**src/rtl/heartbeat_ctrl.sv**
```systemverilog
// Sequencing controller for heartbeat_counter: warm-up discard, sliding average, brady/tachy
// alarms with hysteresis and no-pulse fault. Define HEARTBEAT_CTRL_STICKY_ALARM_EN for latching alarms.
module heartbeat_ctrl #(
  parameter int unsigned AVG_DEPTH       = 4,
  parameter int unsigned LOW_BPM         = 50,
  parameter int unsigned HIGH_BPM        = 120,
  parameter int unsigned ALARM_WINDOWS   = 2,
  parameter int unsigned TIMEOUT_WINDOWS = 3
) (
  input  logic       clk,
  input  logic       reset,
  input  logic       start,
  input  logic       stop,
  input  logic [7:0] hb_bpm,
  input  logic       hb_new_bpm,
  output logic       hb_reset,
  output logic [7:0] avg_bpm,
  output logic       avg_valid,
  output logic       alarm_low,
  output logic       alarm_high,
  output logic       no_pulse,
  output logic       busy,
  output logic [1:0] state
);

  localparam int unsigned LogDepth = $clog2(AVG_DEPTH);
  localparam int unsigned SumW     = 8 + LogDepth;
  localparam int unsigned AlW      = $clog2(ALARM_WINDOWS + 1);
  localparam int unsigned ZcW      = $clog2(TIMEOUT_WINDOWS + 1);

  localparam logic [AlW-1:0]    AlarmMax = AlW'(ALARM_WINDOWS);
  localparam logic [ZcW-1:0]    ZeroMax  = ZcW'(TIMEOUT_WINDOWS);
  localparam logic [LogDepth:0] FillMax  = (LogDepth + 1)'(AVG_DEPTH);
  localparam logic [7:0]        LowBpm   = 8'(LOW_BPM);
  localparam logic [7:0]        HighBpm  = 8'(HIGH_BPM);

`ifdef HEARTBEAT_CTRL_STICKY_ALARM_EN
  localparam bit StickyAlarm = 1'b1;
`else
  localparam bit StickyAlarm = 1'b0;
`endif

  typedef enum logic [1:0] {
    StIdle   = 2'd0,
    StWarmup = 2'd1,
    StRun    = 2'd2,
    StFault  = 2'd3
  } state_e;

  state_e              state_q, state_d;
  logic [7:0]          samp_q [AVG_DEPTH];
  logic [7:0]          samp_d [AVG_DEPTH];
  logic [LogDepth-1:0] wr_ptr_q, wr_ptr_d;
  logic [LogDepth:0]   fill_q, fill_d;
  logic [SumW-1:0]     sum_q, sum_d;
  logic [ZcW-1:0]      zero_cnt_q, zero_cnt_d;
  logic [AlW-1:0]      low_cnt_q, low_cnt_d;
  logic [AlW-1:0]      high_cnt_q, high_cnt_d;
  logic [AlW-1:0]      in_cnt_q, in_cnt_d;
  logic                alarm_low_q, alarm_low_d;
  logic                alarm_high_q, alarm_high_d;
  logic [7:0]          avg_bpm_q, avg_bpm_d;
  logic                avg_valid_q, avg_valid_d;
  logic                hb_reset_q, no_pulse_q, busy_q;
  logic                clear, push;

  always_comb begin
    state_d      = state_q;
    samp_d       = samp_q;
    wr_ptr_d     = wr_ptr_q;
    fill_d       = fill_q;
    sum_d        = sum_q;
    zero_cnt_d   = zero_cnt_q;
    low_cnt_d    = low_cnt_q;
    high_cnt_d   = high_cnt_q;
    in_cnt_d     = in_cnt_q;
    alarm_low_d  = alarm_low_q;
    alarm_high_d = alarm_high_q;
    avg_bpm_d    = avg_bpm_q;
    avg_valid_d  = 1'b0;
    clear        = 1'b0;
    push         = 1'b0;

    if (stop) begin
      state_d = StIdle;
      clear   = 1'b1;
    end else begin
      case (state_q)
        StIdle: begin
          if (start) begin
            state_d = StWarmup;
            clear   = 1'b1;
          end
        end
        StWarmup: begin
          // First result after release is a settling window: drop it.
          if (hb_new_bpm) state_d = StRun;
        end
        StRun: begin
          if (hb_new_bpm) begin
            if (hb_bpm == 8'd0) begin
              zero_cnt_d = zero_cnt_q + 1'b1;
              if (zero_cnt_d >= ZeroMax) state_d = StFault;
            end else begin
              push = 1'b1;
            end
          end
        end
        StFault: begin
          if (start) begin
            state_d = StWarmup;
            clear   = 1'b1;
          end
        end
        default: state_d = StIdle;
      endcase
    end

    if (push) begin
      zero_cnt_d       = '0;
      sum_d            = sum_q - SumW'(samp_q[wr_ptr_q]) + SumW'(hb_bpm);
      samp_d[wr_ptr_q] = hb_bpm;
      wr_ptr_d         = wr_ptr_q + 1'b1;
      if (fill_q != FillMax) fill_d = fill_q + 1'b1;
      if (fill_d == FillMax) begin
        avg_valid_d = 1'b1;
        avg_bpm_d   = sum_d[LogDepth +: 8];
      end

      if (hb_bpm > HighBpm) begin
        high_cnt_d = (high_cnt_q == AlarmMax) ? high_cnt_q : high_cnt_q + 1'b1;
        low_cnt_d  = '0;
        in_cnt_d   = '0;
        if (high_cnt_d == AlarmMax) begin
          alarm_high_d = 1'b1;
          if (!StickyAlarm) alarm_low_d = 1'b0;
        end
      end else if (hb_bpm < LowBpm) begin
        low_cnt_d  = (low_cnt_q == AlarmMax) ? low_cnt_q : low_cnt_q + 1'b1;
        high_cnt_d = '0;
        in_cnt_d   = '0;
        if (low_cnt_d == AlarmMax) begin
          alarm_low_d = 1'b1;
          if (!StickyAlarm) alarm_high_d = 1'b0;
        end
      end else begin
        low_cnt_d  = '0;
        high_cnt_d = '0;
        in_cnt_d   = (in_cnt_q == AlarmMax) ? in_cnt_q : in_cnt_q + 1'b1;
        if (in_cnt_d == AlarmMax && !StickyAlarm) begin
          alarm_low_d  = 1'b0;
          alarm_high_d = 1'b0;
        end
      end
    end

    if (clear) begin
      for (int i = 0; i < AVG_DEPTH; i++) samp_d[i] = '0;
      wr_ptr_d     = '0;
      fill_d       = '0;
      sum_d        = '0;
      zero_cnt_d   = '0;
      low_cnt_d    = '0;
      high_cnt_d   = '0;
      in_cnt_d     = '0;
      alarm_low_d  = 1'b0;
      alarm_high_d = 1'b0;
      avg_bpm_d    = '0;
      avg_valid_d  = 1'b0;
    end
  end

  always_ff @(posedge clk) begin
    if (reset) begin
      state_q <= StIdle;
      for (int i = 0; i < AVG_DEPTH; i++) samp_q[i] <= '0;
      wr_ptr_q     <= '0;
      fill_q       <= '0;
      sum_q        <= '0;
      zero_cnt_q   <= '0;
      low_cnt_q    <= '0;
      high_cnt_q   <= '0;
      in_cnt_q     <= '0;
      alarm_low_q  <= 1'b0;
      alarm_high_q <= 1'b0;
      avg_bpm_q    <= '0;
      avg_valid_q  <= 1'b0;
      hb_reset_q   <= 1'b1;
      no_pulse_q   <= 1'b0;
      busy_q       <= 1'b0;
    end else begin
      state_q      <= state_d;
      samp_q       <= samp_d;
      wr_ptr_q     <= wr_ptr_d;
      fill_q       <= fill_d;
      sum_q        <= sum_d;
      zero_cnt_q   <= zero_cnt_d;
      low_cnt_q    <= low_cnt_d;
      high_cnt_q   <= high_cnt_d;
      in_cnt_q     <= in_cnt_d;
      alarm_low_q  <= alarm_low_d;
      alarm_high_q <= alarm_high_d;
      avg_bpm_q    <= avg_bpm_d;
      avg_valid_q  <= avg_valid_d;
      hb_reset_q   <= (state_d == StIdle) || (state_d == StFault);
      no_pulse_q   <= (state_d == StFault);
      busy_q       <= (state_d == StWarmup) || (state_d == StRun);
    end
  end

  assign state      = state_q;
  assign hb_reset   = hb_reset_q;
  assign avg_bpm    = avg_bpm_q;
  assign avg_valid  = avg_valid_q;
  assign alarm_low  = alarm_low_q;
  assign alarm_high = alarm_high_q;
  assign no_pulse   = no_pulse_q;
  assign busy       = busy_q;

endmodule

```
**config.mk**
```make
export PLATFORM = sky130hd
export DESIGN_NAME = heartbeat_ctrl
export DESIGN_NICKNAME = d
export VERILOG_FILES = /design/src/rtl/heartbeat_ctrl.sv
export SDC_FILE = /design/constraint.sdc
export NUM_CORES = 1
export LEC_CHECK = 0
export ABC_AREA = 1
export CORE_MARGIN = 5
export CORE_UTILIZATION = 40
export DETAILED_ROUTE_END_ITERATION = 6
export PLACE_DENSITY = 0.66
export SLEW_MARGIN = 20
export SYNTH_ARGS = -nofsm -noshare
export SYNTH_HDL_FRONTEND = slang
export SYNTH_SLANG_ARGS = --single-unit
```
**constraint.sdc**
```tcl
create_clock -name clk -period 5.6 [get_ports clk]
set_input_delay 1.12 -clock clk [delete_from_list [all_inputs] [get_ports clk]]
set_output_delay 1.12 -clock clk [all_outputs]
set_load 0.05 [all_outputs]
```
[After elaboration in Yosys (flattened, before gate mapping)]
Cells that the tools add are included.
Word-level totals
  bits of input ports: 13
  register bits: 71
Cells by class
  reductions and logical operators: 14
  magnitude comparators: 5
  mux-type cells: 40
  bitwise gates (word level): 3
  eq/ne operators: 16
  add/subtract/negate cells: 8
Operators by type and width (number)
  $bwmux 32: 1
  $mux 2: 14
  $mux 8: 3
  $eq 2x2->1 const B: 10
  $mux 1: 17
  $bmux 8 s2: 1
  $demux 8 s2: 1
  $add 10x8->10: 1
  $add 2x1->2 const B: 5
  $sub 10x8->10: 1
  $gt 8x7->1 const B: 1
  $logic_not 8->1: 1
  $lt 8x6->1 const B: 1
  $reduce_and 4->1: 2
  $mux 3: 2
  $pmux 2 s3: 1
  $reduce_or 3->1: 2
  $eq 2x1->1 const B: 2
  $logic_not 2->1: 2
  $reduce_or 2->1: 2
  $add 3x1->3 const B: 1
  $eq 3x3->1 const B: 1
  $ge 3x3->1 const B: 1
  $lt 3x1->1 const B: 1
  other kinds (10): 12

[Depth between registers and ports, before layout]
  word-level depth: 9
  depth in mapped cells: 17
  depth with buffers taken out: 16

[Worst setup path before layout]
Ideal clock, no wire load.
  path kind: input -> register
  start point: input hb_bpm[2]
  end point: register avg_bpm_q[3] (netlist: avg_bpm[3])
  setup time: 0.116 ns
  path slack: 2.673 ns
  data arrival time: 2.812 ns
  data required time: 5.484 ns
  stages: 10
  path through: inv_1 fa_1 inv_1 ha_1 or2_2 nand2_1 o21ai_0 xor2_1 nor2_1 nor2_1
Between the ends
  longest elaborated chain between the ends: 6
Ends and longest elaborated chain
  start, declared: line 14  | input logic [7:0] hb_bpm,
  $logic_not 8->1: line 101  | if (hb_bpm == 8'd0) begin
  $mux 1: line 101
  $mux 1: line 100  | if (hb_new_bpm) begin
  $mux 1: line 88  | case (state_q)
  $mux 1: line 84  | if (stop) begin
  $reduce_and 2->1 (no line)
  end signal, assigned: line 203  | avg_bpm_q <= avg_bpm_d;
  end, declared: line 62  | logic [7:0] avg_bpm_q, avg_bpm_d;
Several ways; a longest one is shown, not always the timed one.
A chain may end at the register's enable or synchronous reset.

[Final worst setup path]
  start point: register wr_ptr_q[0]
  end point: register sum_q[6]
Between the ends
  longest elaborated chain between the ends: 6
Ends and longest elaborated chain
  start, declared: line 53  | logic [LogDepth-1:0] wr_ptr_q, wr_ptr_d;
  start signal, assigned: line 194  | wr_ptr_q <= wr_ptr_d;
  $not 2->3 (implied by the code): line 121  | sum_d = sum_q - SumW'(samp_q[wr_ptr_q]) + SumW'(hb_bpm);
  $bmux 8 s2: line 121
  $mux 8 (implied by the code) (2 in series): line 121
  $sub 10x8->10: line 121
  $add 10x8->10: line 121
  end signal, assigned: line 196  | sum_q <= sum_d;
  end, declared: line 55  | logic [SumW-1:0] sum_q, sum_d;
No other way between the ends. The select of a mux whose other input is x is not followed.

==> flow_metrics.env <==
export IMPL_async_flop_share_pct=0
export IMPL_gp_congestion=0.9195
export IMPL_fin_nets=590
export IMPL_regToRegStartpoint="wr_ptr_q[0]"
export IMPL_synth_top_family_by_area="simple AND/OR/NAND/NOR gates"
export IMPL_vias=3398
export IMPL_regArea_mm2=0.001421
export IMPL_cts_setup_buffers=0
export IMPL_area_delta_synth_final_pct=14.63
export IMPL_die_w_um=108.2
export IMPL_overflow=0
export IMPL_setup_tns_final_ps=0
export IMPL_synth_adder_area_share_pct=11.62
export IMPL_status="finished, final reports clean"
export IMPL_ir_drop_v=0.00009484
export IMPL_die_height_um=108.2
export IMPL_grt_pass1_vias=3425
export IMPL_core_area_mm2=0.009328
export IMPL_io_buffers=28
export IMPL_slew_viol_final=0
export IMPL_slew_headroom_pct=36.62
export IMPL_cts_buffer_depth=2
export IMPL_grt_pass1_wl_um=16220
export IMPL_grtUsageTotal_pct=17.31
export IMPL_multi_input_area_mm2=0.002061
export IMPL_synth_warnings=0
export IMPL_drt_total_wl_um=9187
export IMPL_crit_start="wr_ptr_q[0]"
export IMPL_cts_inserted_buffers=9
export IMPL_synth_commonest_cells="nand2_1, dfxtp_1, inv_1"
export IMPL_required_ps=5830
export IMPL_die_area_mm2=0.01170
export IMPL_antenna_found_initial=0
export IMPL_rows=35
export IMPL_fin_crit_sh_pct=64.90
export IMPL_finClkSkew_ps=8.890
export IMPL_min_from="samp_q[9]"
export IMPL_drv_cap=0
export IMPL_rsz0062_at_grt="false"
export IMPL_synth_seq_cells=71
export IMPL_yosysUniqueCellTypes=33
export IMPL_drc_errors=0
export IMPL_yosys_area_share_simple_pct=25.24
export IMPL_rr_endpoint="sum_q[6]"
export IMPL_finalSetupViolCount=0
export IMPL_period_needed_ps=3634
export IMPL_synth_xor_area_share_pct=1.363
export IMPL_p_per_area_mw_per_mm2=240.9
export IMPL_vias_per_cell=4.997
export IMPL_ant_nets=0
export IMPL_yosys_area_top_type_share_pct=36.86
export IMPL_finalWorstSetupSlack_ps=1966
export IMPL_utilization_pct=47.39
export IMPL_synth_seq_area_share_pct=36.86
export IMPL_io_pins=29
export IMPL_diodes=0
export IMPL_htreeDepth=3
export IMPL_whs_path_depth=2
export IMPL_critical_path_arrival_ps=3860
export IMPL_syn_cell_area_mm2=0.003856
export IMPL_clock_sinks=71
export IMPL_synth_top_area_cell="dfxtp_1"
export IMPL_drt_wirelength_per_cell_um=13.51
export IMPL_holdBufCountCts=0
export IMPL_worstPathMaxFanout=20
export IMPL_p_leak_nw=1.710
export IMPL_whs_ps=462.1
export IMPL_dr_pass1_iters=4
export IMPL_place_area_mm2=0.004213
export IMPL_reg2reg_depth=14
export IMPL_drive_gt1_share_pct=7.441
export IMPL_ys_flop_type="dfxtp_1"
export IMPL_hold_viol_final=0
export IMPL_ff2ff_setup_slack_ps=1970
export IMPL_min_to="samp_q[9]"
export IMPL_synth_compound_area_share_pct=15.22
export IMPL_clkLatencyLatePin_ps=360
export IMPL_critPathCaptureType="flop"
export IMPL_tightest_slew_ps=948.4
export IMPL_dr_first_iter_drc_count=243
export IMPL_worstSetupPathType="reg2reg"
export IMPL_synth_edff_count=0
export IMPL_clk_pin_slew_ps=80
export IMPL_ctsResizeCount=0
export IMPL_nFillCells=897
export IMPL_place_ws_ps=1800
export IMPL_synth_nets=568
export IMPL_root_buffer="clkbuf_8"
export IMPL_final_area_mm2=0.004420
export IMPL_hpwl_um=6566
export IMPL_synthMuxAreaShare_pct=0
export IMPL_synth_most_common_cell="nand2_1"
export IMPL_crit_path_start_kind="flop"
export IMPL_tritoncts="yes"
export IMPL_synthTopCellsByArea="dfxtp_1, nand2_1, ha_1"
export IMPL_start_util_pct=41.34
export IMPL_avgSynthCellArea_um2=7.359
export IMPL_fmax_ghz=0.2752
export IMPL_synthCells=524
export IMPL_min_path_type="reg2reg"
export IMPL_grt_max_degree=41
[kinds of logic (layout without fill, tap and decap cells)]
group,Yosys count,after routing
buffers and inverters,93,120
AO/OA/AOI/OAI,104,104
flip-flops,71,71
AND/OR/NAND/NOR,219,219
adder cells (fa/ha/maj),31,31
XOR/XNOR,6,6
[worst max-delay path: stages (launching register included)]
cell	delay, ps
dfxtp_1	700
clkinv_1	600
o21ai_0	320
o22ai_1	130
ha_1	280
inv_1	60
ha_1	210
inv_1	80
fa_1	390
nand3b_1	170
nand2_1	140
nand2_1	70
nand2_1	70
xnor2_1	190
o22ai_2	90
[metrics by stage]
stage | total power [mW] | std cells
2_1_floorplan | 0.6027 | 524
3_5_place_dp | 0.6402 | 664
6_report | 1.065 | 680
5_1_grt | 1.108 | 680
3_3_place_gp | 0.6388 | 664
4_1_cts | 1.071 | 680
[flip-flops by register name, indices dropped and copies added, names as in the netlist, 2 cells and up]
register	flops
avg_bpm	8
fill_q	3
high_cnt_q	2
in_cnt_q	2
low_cnt_q	2
samp_q	32
state	2
sum_q	10
wr_ptr_q	2
zero_cnt_q	2
[layout by cell type, fill, tap and decap left out, types with 2 or more instances in the layout]
cell             count
inv_2                4
clkinv_2             2
inv_1               66
o21ai_1             23
ha_1                23
nand2_2              6
fa_1                 8
o21ai_0             19
o22ai_2              5
nand2_1             92
nand4_1              3
clkdlybuf4s50_1     28
nor2_1              56
xor2_1               2
xnor2_1              4
dfxtp_1             71
o22ai_1              8
nand3b_1             2
clkinv_1             5
clkbuf_8            11
a21oi_1             45
nor2_4               5
nor3_1               2
nand3_1             50
[worst max path at each step]
stage                       endpoint  slack [ps]  depth (start not counted)
after CTS                 avg_bpm[4]        1990                         14
after global placement    avg_bpm[4]        1770                         11
after floorplan           avg_bpm[3]        2670                         10
final                       sum_q[6]        1970                         14
after global routing        sum_q[5]        1640                         12
after detailed placement  avg_bpm[4]        1800                         11
[cell type report]
class | instances | share of cell area, %
Tap cell | 129 | 3.651
Inverter | 75 | 6.369
Clock buffer | 11 | 3.425
Sequential cell | 71 | 32.15
Multi-Input combinational cell | 360 | 46.62
Clock inverter | 5 | 1.274
Timing Repair Buffer | 29 | 6.510
[metal layers]
layer  global-route usage, %  vias to the layer above  share of wire, %
met5                       0                        -                 0
met4                   7.394                        0               2.8
met3                   2.627                       20               4.5
met2                   29.26                       76                48
met1                   21.94                     1551                44
li1                        -                     1751                 -
[report_power, final]
group	total, mW	leakage (nW)	switching, mW	internal (mW)
Combinational	0.121	1.03	0.0786	0.0424
Sequential	0.508	0.572	0.00122	0.507
Clock	0.436	0.105	0.207	0.229
Total	1.07	1.71	0.286	0.779
(Power assumes the default switching activity.)
